--- src/rtl/frame_deframer_if.sv ---
// Serial-in / byte-out bundle between the descrambler, the deframer and the payload sink.
// Latency: none (wires only). Backpressure: none; the payload sink must take every DATA_VLD_O strobe.
// FRAME_DEFRAMER_ERR_CNT_EN adds SYNC_ERR_CNT_O.
interface frame_deframer_if;
    logic        BIT_I;
    logic [7:0]  DATA_O;
    logic        DATA_VLD_O;
    logic        SOF_O;
    logic        LOCK_O;
`ifdef FRAME_DEFRAMER_ERR_CNT_EN
    logic [15:0] SYNC_ERR_CNT_O;
`endif

    modport master (
        input  BIT_I,
        output DATA_O,
        output DATA_VLD_O,
        output SOF_O,
`ifdef FRAME_DEFRAMER_ERR_CNT_EN
        output SYNC_ERR_CNT_O,
`endif
        output LOCK_O
    );

    modport slave (
        output BIT_I,
        input  DATA_O,
        input  DATA_VLD_O,
        input  SOF_O,
`ifdef FRAME_DEFRAMER_ERR_CNT_EN
        input  SYNC_ERR_CNT_O,
`endif
        input  LOCK_O
    );
endinterface

--- src/rtl/frame_deframer.sv ---
// Sync-word hunt/verify/lock framer that turns a serial bit stream into payload bytes with an SOF marker.
// Latency: each byte is strobed one cycle after its last bit. Backpressure: none; one bit is consumed every cycle.
// FRAME_DEFRAMER_ERR_CNT_EN adds a saturating count of sync misses seen while locked.
module frame_deframer #(
    parameter int                SYNC_W      = 16,
    parameter logic [SYNC_W-1:0] SYNC_WORD   = 16'hEB90,
    parameter int                FRAME_BYTES = 8,
    parameter int                LOCK_THR    = 2,
    parameter int                LOSS_THR    = 3
) (
    input  logic             CLK_I,
    input  logic             RST_N_I,
    frame_deframer_if.master bus
);
    localparam int L        = SYNC_W + 8 * FRAME_BYTES;
    localparam int PAY_BITS = 8 * FRAME_BYTES;
    localparam int POS_W    = $clog2(L);
    localparam int FILL_W   = $clog2(SYNC_W);
    localparam int HIT_W    = $clog2(LOCK_THR + 1);
    localparam int MISS_W   = $clog2(LOSS_THR + 1);

    typedef enum logic [1:0] {
        ST_HUNT   = 2'd0,
        ST_VERIFY = 2'd1,
        ST_LOCK   = 2'd2
    } state_t;

    state_t              state_q,  state_d;
    logic [SYNC_W-2:0]   sreg_q,   sreg_d;
    logic [FILL_W-1:0]   fill_q,   fill_d;
    logic [POS_W-1:0]    pos_q,    pos_d;
    logic [HIT_W-1:0]    hits_q,   hits_d;
    logic [MISS_W-1:0]   misses_q, misses_d;
    logic [7:0]          data_q,   data_d;
    logic                vld_q,    vld_d;
    logic                sof_q,    sof_d;
    logic                lock_q,   lock_d;
`ifdef FRAME_DEFRAMER_ERR_CNT_EN
    logic [15:0]         err_q,    err_d;
`endif

    logic [SYNC_W-1:0]   window;
    logic                fill_done;
    logic                sync_hit;
    logic                at_end;
    logic                byte_end;
    logic [POS_W-1:0]    pos_next;

    // The window already includes the bit on BIT_I, so a sync ending this cycle is seen now.
    assign window    = {sreg_q, bus.BIT_I};
    assign fill_done = (fill_q == FILL_W'(SYNC_W - 1));
    assign sync_hit  = fill_done && (window == SYNC_WORD);
    assign at_end    = (pos_q == POS_W'(L - 1));
    assign pos_next  = at_end ? '0 : pos_q + POS_W'(1);
    assign byte_end  = (pos_q < POS_W'(PAY_BITS)) && (pos_q[2:0] == 3'b111);

    always_comb begin
        state_d  = state_q;
        sreg_d   = window[SYNC_W-2:0];
        fill_d   = fill_done ? fill_q : fill_q + FILL_W'(1);
        pos_d    = pos_q;
        hits_d   = hits_q;
        misses_d = misses_q;
        data_d   = data_q;
        vld_d    = 1'b0;
        sof_d    = 1'b0;
`ifdef FRAME_DEFRAMER_ERR_CNT_EN
        err_d    = err_q;
`endif

        case (state_q)
            ST_HUNT: begin
                if (sync_hit) begin
                    pos_d   = '0;
                    hits_d  = HIT_W'(1);
                    state_d = (LOCK_THR == 1) ? ST_LOCK : ST_VERIFY;
                end
            end

            ST_VERIFY: begin
                pos_d = pos_next;
                if (at_end) begin
                    if (sync_hit) begin
                        hits_d = hits_q + HIT_W'(1);
                        if (hits_d == HIT_W'(LOCK_THR)) begin
                            state_d = ST_LOCK;
                        end
                    end else begin
                        hits_d  = '0;
                        state_d = ST_HUNT;
                    end
                end
            end

            ST_LOCK: begin
                pos_d = pos_next;
                // The low byte of the window is exactly the payload byte that just completed.
                if (byte_end) begin
                    data_d = window[7:0];
                    vld_d  = 1'b1;
                    sof_d  = (pos_q == POS_W'(7));
                end
                if (at_end) begin
                    if (sync_hit) begin
                        misses_d = '0;
                    end else begin
`ifdef FRAME_DEFRAMER_ERR_CNT_EN
                        err_d = (err_q == 16'hFFFF) ? err_q : err_q + 16'd1;
`endif
                        if (misses_q + MISS_W'(1) == MISS_W'(LOSS_THR)) begin
                            misses_d = '0;
                            hits_d   = '0;
                            state_d  = ST_HUNT;
                        end else begin
                            misses_d = misses_q + MISS_W'(1);
                        end
                    end
                end
            end

            default: begin
                state_d = ST_HUNT;
            end
        endcase

        lock_d = (state_d == ST_LOCK);
    end

    always_ff @(posedge CLK_I) begin
        if (!RST_N_I) begin
            state_q  <= ST_HUNT;
            sreg_q   <= '0;
            fill_q   <= '0;
            pos_q    <= '0;
            hits_q   <= '0;
            misses_q <= '0;
            data_q   <= '0;
            vld_q    <= 1'b0;
            sof_q    <= 1'b0;
            lock_q   <= 1'b0;
`ifdef FRAME_DEFRAMER_ERR_CNT_EN
            err_q    <= '0;
`endif
        end else begin
            state_q  <= state_d;
            sreg_q   <= sreg_d;
            fill_q   <= fill_d;
            pos_q    <= pos_d;
            hits_q   <= hits_d;
            misses_q <= misses_d;
            data_q   <= data_d;
            vld_q    <= vld_d;
            sof_q    <= sof_d;
            lock_q   <= lock_d;
`ifdef FRAME_DEFRAMER_ERR_CNT_EN
            err_q    <= err_d;
`endif
        end
    end

    assign bus.DATA_O     = data_q;
    assign bus.DATA_VLD_O = vld_q;
    assign bus.SOF_O      = sof_q;
    assign bus.LOCK_O     = lock_q;
`ifdef FRAME_DEFRAMER_ERR_CNT_EN
    assign bus.SYNC_ERR_CNT_O = err_q;
`endif

endmodule
--- src/flat_wrapper.sv ---
// flat-port wrapper written by rule: the top's interface ports become plain ports
module frame_deframer_flat 
#(
    parameter int                SYNC_W      = 16,
    parameter logic [SYNC_W-1:0] SYNC_WORD   = 16'hEB90,
    parameter int                FRAME_BYTES = 8,
    parameter int                LOCK_THR    = 2,
    parameter int                LOSS_THR    = 3
)
  (CLK_I, RST_N_I, bus_BIT_I, bus_DATA_O, bus_DATA_VLD_O, bus_SOF_O, bus_LOCK_O);
  frame_deframer_if bus_i ();
  input  logic CLK_I;
  input  logic RST_N_I;
  input wire logic [$bits(bus_i.BIT_I)-1:0] bus_BIT_I;
  output wire logic [$bits(bus_i.DATA_O)-1:0] bus_DATA_O;
  output wire logic [$bits(bus_i.DATA_VLD_O)-1:0] bus_DATA_VLD_O;
  output wire logic [$bits(bus_i.SOF_O)-1:0] bus_SOF_O;
  output wire logic [$bits(bus_i.LOCK_O)-1:0] bus_LOCK_O;
  assign bus_i.BIT_I = bus_BIT_I;
  assign bus_DATA_O = bus_i.DATA_O;
  assign bus_DATA_VLD_O = bus_i.DATA_VLD_O;
  assign bus_SOF_O = bus_i.SOF_O;
  assign bus_LOCK_O = bus_i.LOCK_O;
  frame_deframer #(.SYNC_W(SYNC_W), .SYNC_WORD(SYNC_WORD), .FRAME_BYTES(FRAME_BYTES), .LOCK_THR(LOCK_THR), .LOSS_THR(LOSS_THR)) u_core (.CLK_I(CLK_I), .RST_N_I(RST_N_I), .bus(bus_i));
endmodule
--- config.mk ---
export PLATFORM = sky130hd
export DESIGN_NAME = frame_deframer_flat
export DESIGN_NICKNAME = d
export VERILOG_FILES = /design/src/rtl/frame_deframer_if.sv /design/src/rtl/frame_deframer.sv /design/src/flat_wrapper.sv
export SDC_FILE = /design/constraint.sdc
export NUM_CORES = 1
export LEC_CHECK = 0
export ABC_CLOCK_PERIOD_IN_PS = 2300
export CORE_MARGIN = 2
export CORE_UTILIZATION = 25
export DETAILED_ROUTE_END_ITERATION = 10
export SETUP_SLACK_MARGIN = 0.2
export SKIP_CTS_REPAIR_TIMING = 1
export SLEW_MARGIN = 30
export SYNTH_ARGS = -nofsm -noshare
export SYNTH_HDL_FRONTEND = slang
export SYNTH_SLANG_ARGS = --single-unit
export TNS_END_PERCENT = 1
--- constraint.sdc ---
create_clock -name CLK_I -period 2.3 [get_ports CLK_I]
set_clock_uncertainty 0.05 [all_clocks]
set_input_delay 0.46 -clock CLK_I [delete_from_list [all_inputs] [get_ports CLK_I]]
set_output_delay 0.46 -clock CLK_I [all_outputs]
set_load 0.02 [all_outputs]
# Word-level counts from Yosys, hierarchy flattened
# Cells that the tools add are included.
[word_totals] inputBits=3 word_cells=63 reg_bits=43
[classes] add_sub_neg=4 n_eq_ne=15 reduce_logical=12 n_lt_le_gt_ge=1 mux=21
[op_table] op="2-to-1 mux 2 bit" n=15
[op_table] op="== test 16 bit, second input constant" n=1
[op_table] op="2-to-1 mux 7 bit" n=2
[op_table] op="case mux 7 bit (2 select lines)" n=1
[op_table] op="case mux 2 bit (3 select lines)" n=2
[op_table] op="== test 2 bit, second input constant" n=4
[op_table] op="!= test 2 x 1 -> 1 bit, second input constant" n=4
[op_table] op="AND reduction 2 bit" n=4
[op_table] op="adder 7 x 1 -> 7 bit, second input constant" n=1
[op_table] op="== test 7 x 3 -> 1 bit, second input constant" n=1
[op_table] op="== test 7 bit, second input constant" n=1
[op_table] op="< comparator 7 bit, second input constant" n=1
[op_table] op="AND reduction 6 bit" n=1
[op_table] op="adder 2 x 1 -> 2 bit, second input constant" n=2
[op_table] op="adder 4 x 1 -> 4 bit, second input constant" n=1
[op_table] op="== test 4 bit, second input constant" n=1
[op_table] op="== test 3 bit, second input constant" n=1
[op_table] op="AND reduction 3 bit" n=1
[op_table] op="nonzero test 3 bit" n=1
[op_table] op="== test 2 x 1 -> 1 bit, second input constant" n=1
[op_table] op="logical AND 1 bit" n=2
[op_table] op="zero test 2 bit" n=1
[op_table] op="!= test 2 bit, second input constant" n=1
[op_table] op="nonzero test 2 bit" n=1
[op_table] op="other kinds (2)" n=2

# Logic depth before layout (Yosys ltp)
[depth] word_depth=7 depth_mapped=8 mapped_depth_nobuf=7

# Least setup slack after synthesis
# Ideal clock, no wire load.
[synth_path] path_kind="register to register" from="register u_core.fill_q[0]" to="register u_core.hits_q[0]" synth_period_minus_slack_ns=1.842 stages_incl_launch_ff=8 arrival_time_ns=1.659 path_buffers=1 path_slack_ns=0.458 required_ns=2.117 setup_ns=0.133 cell_sequence="dfxtp_1 ha_1 nand3_1 nor3_2 a21boi_2 buf_2 a2111oi_2 o22ai_1"
[synth_via] elab_chain_len=5
[synth_lines] item="start, declared" line="frame_deframer.sv:30" rtl="logic [FILL_W-1:0] fill_q, fill_d;"
[synth_lines] item="start signal, assigned" line="frame_deframer.sv:147" rtl="fill_q <= fill_d;"
[synth_lines] item="== test 4 bit *" line="frame_deframer.sv:51" rtl="assign fill_done = (fill_q == FILL_W'(SYNC_W - 1));"
[synth_lines] item="logical AND 1 bit *" line="frame_deframer.sv:52" rtl="assign sync_hit = fill_done && (window == SYNC_WORD);"
[synth_lines] item="2-to-1 mux 2 bit" line="frame_deframer.sv:83" rtl="if (sync_hit) begin"
[synth_lines] item="2-to-1 mux 2 bit" line="frame_deframer.sv:82" rtl="if (at_end) begin"
[synth_lines] item="case mux 2 bit (3 select lines)" line="frame_deframer.sv:71" rtl="case (state_q)"
[synth_lines] item="end signal, assigned" line="frame_deframer.sv:149" rtl="hits_q <= hits_d;"
[synth_lines] item="end, declared" line="frame_deframer.sv:32" rtl="logic [HIT_W-1:0] hits_q, hits_d;"
# Every way passes the cells marked *; elsewhere a longest branch is shown, timed or not. The select of a mux whose other input is x is not followed.
# A chain may end at the register's enable or synchronous reset.

# Worst setup path after layout
[layout_path] from="register u_core.pos_q[0]" to="register u_core.misses_q[1]"
[layout_via] elab_chain_len=2
[layout_lines] item="start, declared" line="frame_deframer.sv:31" rtl="logic [POS_W-1:0] pos_q, pos_d;"
[layout_lines] item="start signal, assigned" line="frame_deframer.sv:148" rtl="pos_q <= pos_d;"
[layout_lines] item="== test 7 bit" line="frame_deframer.sv:53" rtl="assign at_end = (pos_q == POS_W'(L - 1));"
[layout_lines] item="AND reduction 2 bit (no line)"
[layout_lines] item="end signal, assigned" line="frame_deframer.sv:150" rtl="misses_q <= misses_d;"
[layout_lines] item="end, declared" line="frame_deframer.sv:33" rtl="logic [MISS_W-1:0] misses_q, misses_d;"
# No other way between the ends.

==> impl_metrics.prom <==
# TYPE chip_impl_metric gauge
chip_impl_info{name="outcome",value="completed"} 1
chip_impl_metric{name="final.period_utilization",unit="%"} 88.3
chip_impl_info{name="timing.critical_path.from_type",value="flip-flop"} 1
chip_impl_metric{name="coreArea",unit="µm²"} 7250
chip_impl_metric{name="sequential_cell_area",unit="µm²"} 861
chip_impl_metric{name="horizontal_die_dimension",unit="µm"} 90.4
chip_impl_metric{name="fp-row-count",unit=""} 31
chip_impl_metric{name="fp.dieArea",unit="µm²"} 8160
chip_impl_metric{name="internal_power",unit="mW"} 1.20
chip_impl_metric{name="antenna_left",unit=""} 0
chip_impl_metric{name="nNetsFinal",unit=""} 229
chip_impl_metric{name="pwr-share-clk",unit="%"} 46.6
chip_impl_metric{name="post-route-drc-count",unit=""} 0
chip_impl_metric{name="synth.distinct_cells",unit=""} 43
chip_impl_metric{name="slew-limit-headroom",unit="%"} 58.2
chip_impl_metric{name="hold_violations",unit=""} 0
chip_impl_metric{name="replace_congestion",unit=""} 0.833
chip_impl_metric{name="drv_cap",unit=""} 0
chip_impl_metric{name="share_of_synthesized_flip_flops_with_an_asynchronous_set_or_reset",unit="%"} 0
chip_impl_metric{name="grt.overflow.total",unit=""} 0
chip_impl_metric{name="synth_cells",unit=""} 196
chip_impl_info{name="holdCritPathClass",value="reg2reg"} 1
chip_impl_metric{name="worst_ir_drop_vdd",unit="V"} 0.000276
chip_impl_metric{name="dp_hpwl",unit="µm"} 2800
chip_impl_metric{name="yosys_register_bits",unit=""} 43
chip_impl_metric{name="finalWirelength",unit="µm"} 3940
chip_impl_metric{name="area_growth",unit="%"} 23.0
chip_impl_info{name="rsz_0062_raised_after_global_routing",value="yes"} 1
chip_impl_metric{name="number_of_nets_produced_by_synthesis",unit=""} 207
chip_impl_metric{name="synth_edf_count",unit=""} 0
chip_impl_metric{name="die_height",unit="µm"} 90.4
chip_impl_metric{name="fmaxAchievable",unit="MHz"} 493
chip_impl_metric{name="worstPathMaxFanout",unit=""} 5
chip_impl_info{name="worstSetupEndpointType",value="flip-flop"} 1
chip_impl_info{name="worstPathCellList",value="ha_1 > and4bb_2 > and3_1 > nand2_1 > or4b_1 > a21oi_1"} 1
chip_impl_metric{name="power_frac_seq",unit="%"} 51.3
chip_impl_metric{name="post_route_cells_drive_above_1_share",unit="%"} 11.0
chip_impl_metric{name="drt_iter0_markers",unit=""} 87
chip_impl_info{name="cts_tree",value="done"} 1
chip_impl_metric{name="clk_pin_slew_worst_paths",unit="ns"} 0.08
chip_impl_metric{name="num_io_pins",unit=""} 14
chip_impl_metric{name="final_cells",unit=""} 318
chip_impl_metric{name="drt_pass1_iterations",unit=""} 4
chip_impl_metric{name="cts-root-to-sink-buffers",unit=""} 2
chip_impl_metric{name="setup_violations",unit=""} 0
chip_impl_metric{name="antenna_found_initial",unit=""} 0
chip_impl_metric{name="fin_total_pwr",unit="mW"} 1.48
chip_impl_metric{name="combPwrFrac",unit="%"} 2.1
chip_impl_metric{name="start_util",unit="%"} 25.7
chip_impl_metric{name="crit_path_max_incr_delay",unit="ns"} 0.49
chip_impl_metric{name="fin_crit",unit="ns"} 2.03
chip_impl_metric{name="clk_latency",unit="ns"} 0.30
chip_impl_info{name="ys_flop_type",value="sky130_fd_sc_hd__dfxtp_1"} 1
chip_impl_metric{name="area_taken_by_multi_input_logic_gates",unit="µm²"} 947
chip_impl_metric{name="power.static_leakage",unit="nW"} 0.857
chip_impl_info{name="cp_slowest_cell",value="sky130_fd_sc_hd__or4b_1"} 1
chip_impl_info{name="ctsRootBufferMaster",value="sky130_fd_sc_hd__clkbuf_8"} 1
chip_impl_metric{name="number_of_vias_after_detailed_routing",unit=""} 1451
chip_impl_metric{name="cts.sink_count",unit=""} 43
chip_impl_info{name="worstSetupPathType",value="reg2reg"} 1
chip_impl_metric{name="finalMaxSlewViolations",unit=""} 0
chip_impl_metric{name="insertedDiodeCount",unit=""} 0
chip_impl_metric{name="htree_num_levels",unit=""} 2
chip_impl_metric{name="power.share.switching",unit="%"} 18.8
chip_impl_metric{name="synth_area_per_cell",unit="µm²"} 9.51
chip_impl_metric{name="vias_cell",unit=""} 4.56
chip_impl_metric{name="power_density",unit="nW/µm²"} 644
chip_impl_metric{name="synth-seq-area-share",unit="%"} 46.2
chip_impl_metric{name="placed_cells",unit=""} 310
chip_impl_metric{name="grt_pass1_vias",unit=""} 1429
chip_impl_metric{name="nFillCells",unit=""} 762
chip_impl_metric{name="arrival",unit="ns"} 2.22
chip_impl_metric{name="mappedNetlistArea",unit="µm²"} 1860
chip_impl_metric{name="wire_per_inst",unit="µm"} 12.4
chip_impl_metric{name="yosysWarningCount",unit=""} 0
chip_impl_metric{name="cts_buffers",unit=""} 5
chip_impl_metric{name="global_route_wire_length_before_repair",unit="µm"} 6780
chip_impl_metric{name="grt_start_max_net_pins",unit=""} 22
chip_impl_metric{name="critPathRequiredTime",unit="ns"} 2.49
chip_impl_metric{name="grt_use_total",unit="%"} 10.3
chip_impl_metric{name="worstMarginPinSlew",unit="ns"} 0.625
chip_impl_metric{name="placement.io_buffers",unit=""} 13
chip_impl_metric{name="total_switching_power",unit="mW"} 0.278
-- registers in the layout (all words and copies together) (netlist names) --
name,cells
u_core.bus.DATA_O,8
u_core.bus.DATA_VLD_O,1
u_core.bus.LOCK_O,1
u_core.bus.SOF_O,1
u_core.fill_q,4
u_core.hits_q,2
u_core.misses_q,2
u_core.pos_q,7
u_core.sreg_q,15
u_core.state_q,2
-- power by group through the flow --
stage,Sequential [mW],Combinational (mW),Clock (mW)
2_1_floorplan,0.773,0.0193,0
3_3_place_gp,0.774,0.0311,0
3_5_place_dp,0.775,0.0318,0
4_1_cts,0.757,0.0319,0.716
5_1_grt,0.758,0.0355,0.740
6_report,0.757,0.0315,0.687
-- final cells by class --
| cell class | instances | area share (%) |
|---|---|---|
| clock buffer | 6 | 3.17 |
| inverter | 10 | 1.64 |
| sequential | 43 | 37.6 |
| multi-input combinational | 137 | 41.3 |
| tap | 99 | 5.40 |
| clock inverter | 2 | 2.62 |
| timing repair buffer | 21 | 8.30 |
-- cells by family after synthesis --
group           Yosys count  synth area share, %
xor+xnor                  1                0.470
flops                    43                 46.2
simple gates             79                 24.3
fa+ha+maj                 8                 5.37
compound gates           39                 15.0
buf+inv                  16                 3.29
mux                      10                 5.37
-- Yosys cell counts (all sizes together) (3+ instances only) --
master | number | area share, %
nand4 | 3 | 1.0
inv | 10 | 2.0
a31oi | 3 | 1.0
o31ai | 3 | 1.2
a21oi | 10 | 2.7
nor3 | 4 | 1.3
dfxtp | 43 | 46
nand3 | 7 | 1.9
and3 | 4 | 1.3
clkbuf | 5 | 1.0
ha | 8 | 5.4
nor2b | 5 | 1.7
nand2 | 7 | 1.4
o2111ai | 3 | 1.4
o21ai | 7 | 1.9
mux2i | 10 | 5.4
nor2 | 20 | 4.0
and2 | 15 | 5.0
-- per-layer routing --
metal	wire length, µm	vias up	GRT usage, %
li1	-	751	-
met1	1970	672	13.4
met2	1730	24	15.9
met3	191	4	3.84
met4	46	0	3.21
met5	0	-	0
-- worst paths after layout --
kind	start	endpoint	slack (ns)	depth (start not counted)
max	u_core.pos_q[0]	u_core.misses_q[1]	0.27	6
min reg2reg	u_core.sreg_q[11]	u_core.sreg_q[12]	0.40	1
min	u_core.sreg_q[11]	u_core.sreg_q[12]	0.40	1
max reg2reg	u_core.pos_q[0]	u_core.misses_q[1]	0.27	6
-- worst max-delay path: cells and delay by family, from the launching register on --
family                   cells  cell delay, ns
flip-flops                   1            0.39
AO/OA/AOI/OAI                1            0.14
AND/OR/NAND/NOR              4            1.16
adder cells (fa/ha/maj)      1            0.23
-- per-stage QoR --
stage / utilization (%) / hold slack [ns] / setup TNS (ns) / setup slack (ns) / area [µm²]
2_1_floorplan: - / 0.370 / 0 / 0.458 / 1860
3_3_place_gp: 29.7 / 0.384 / -0.759 / -0.133 / 2150
3_5_place_dp: 29.7 / 0.390 / -0.990 / -0.164 / 2150
4_1_cts: 31.5 / 0.408 / 0 / 0.151 / 2290
5_1_grt: 31.6 / 0.438 / 0 / 0.128 / 2290
6_report: 31.6 / 0.403 / 0 / 0.270 / 2290
-- placed cells by master (no fill, tap or decap), drive strengths merged, types with 2 or more instances in the layout --
cell	Yosys	layout
a2111oi	2	2
a211oi	2	2
a21oi	10	10
a31oi	3	3
and2	15	15
and3	4	4
buf	1	8
bufinv	0	2
clkbuf	5	6
clkdlybuf4s50	0	13
dfxtp	43	43
ha	8	8
inv	10	10
mux2i	10	10
nand2	7	7
nand3	7	7
nand4	3	3
nor2	20	20
nor2b	5	5
nor3	4	4
o2111ai	3	3
o21ai	7	7
o31ai	3	3
o41ai	2	2
or3	2	2
or4	2	2
Power figures use the tool's default switching activity.
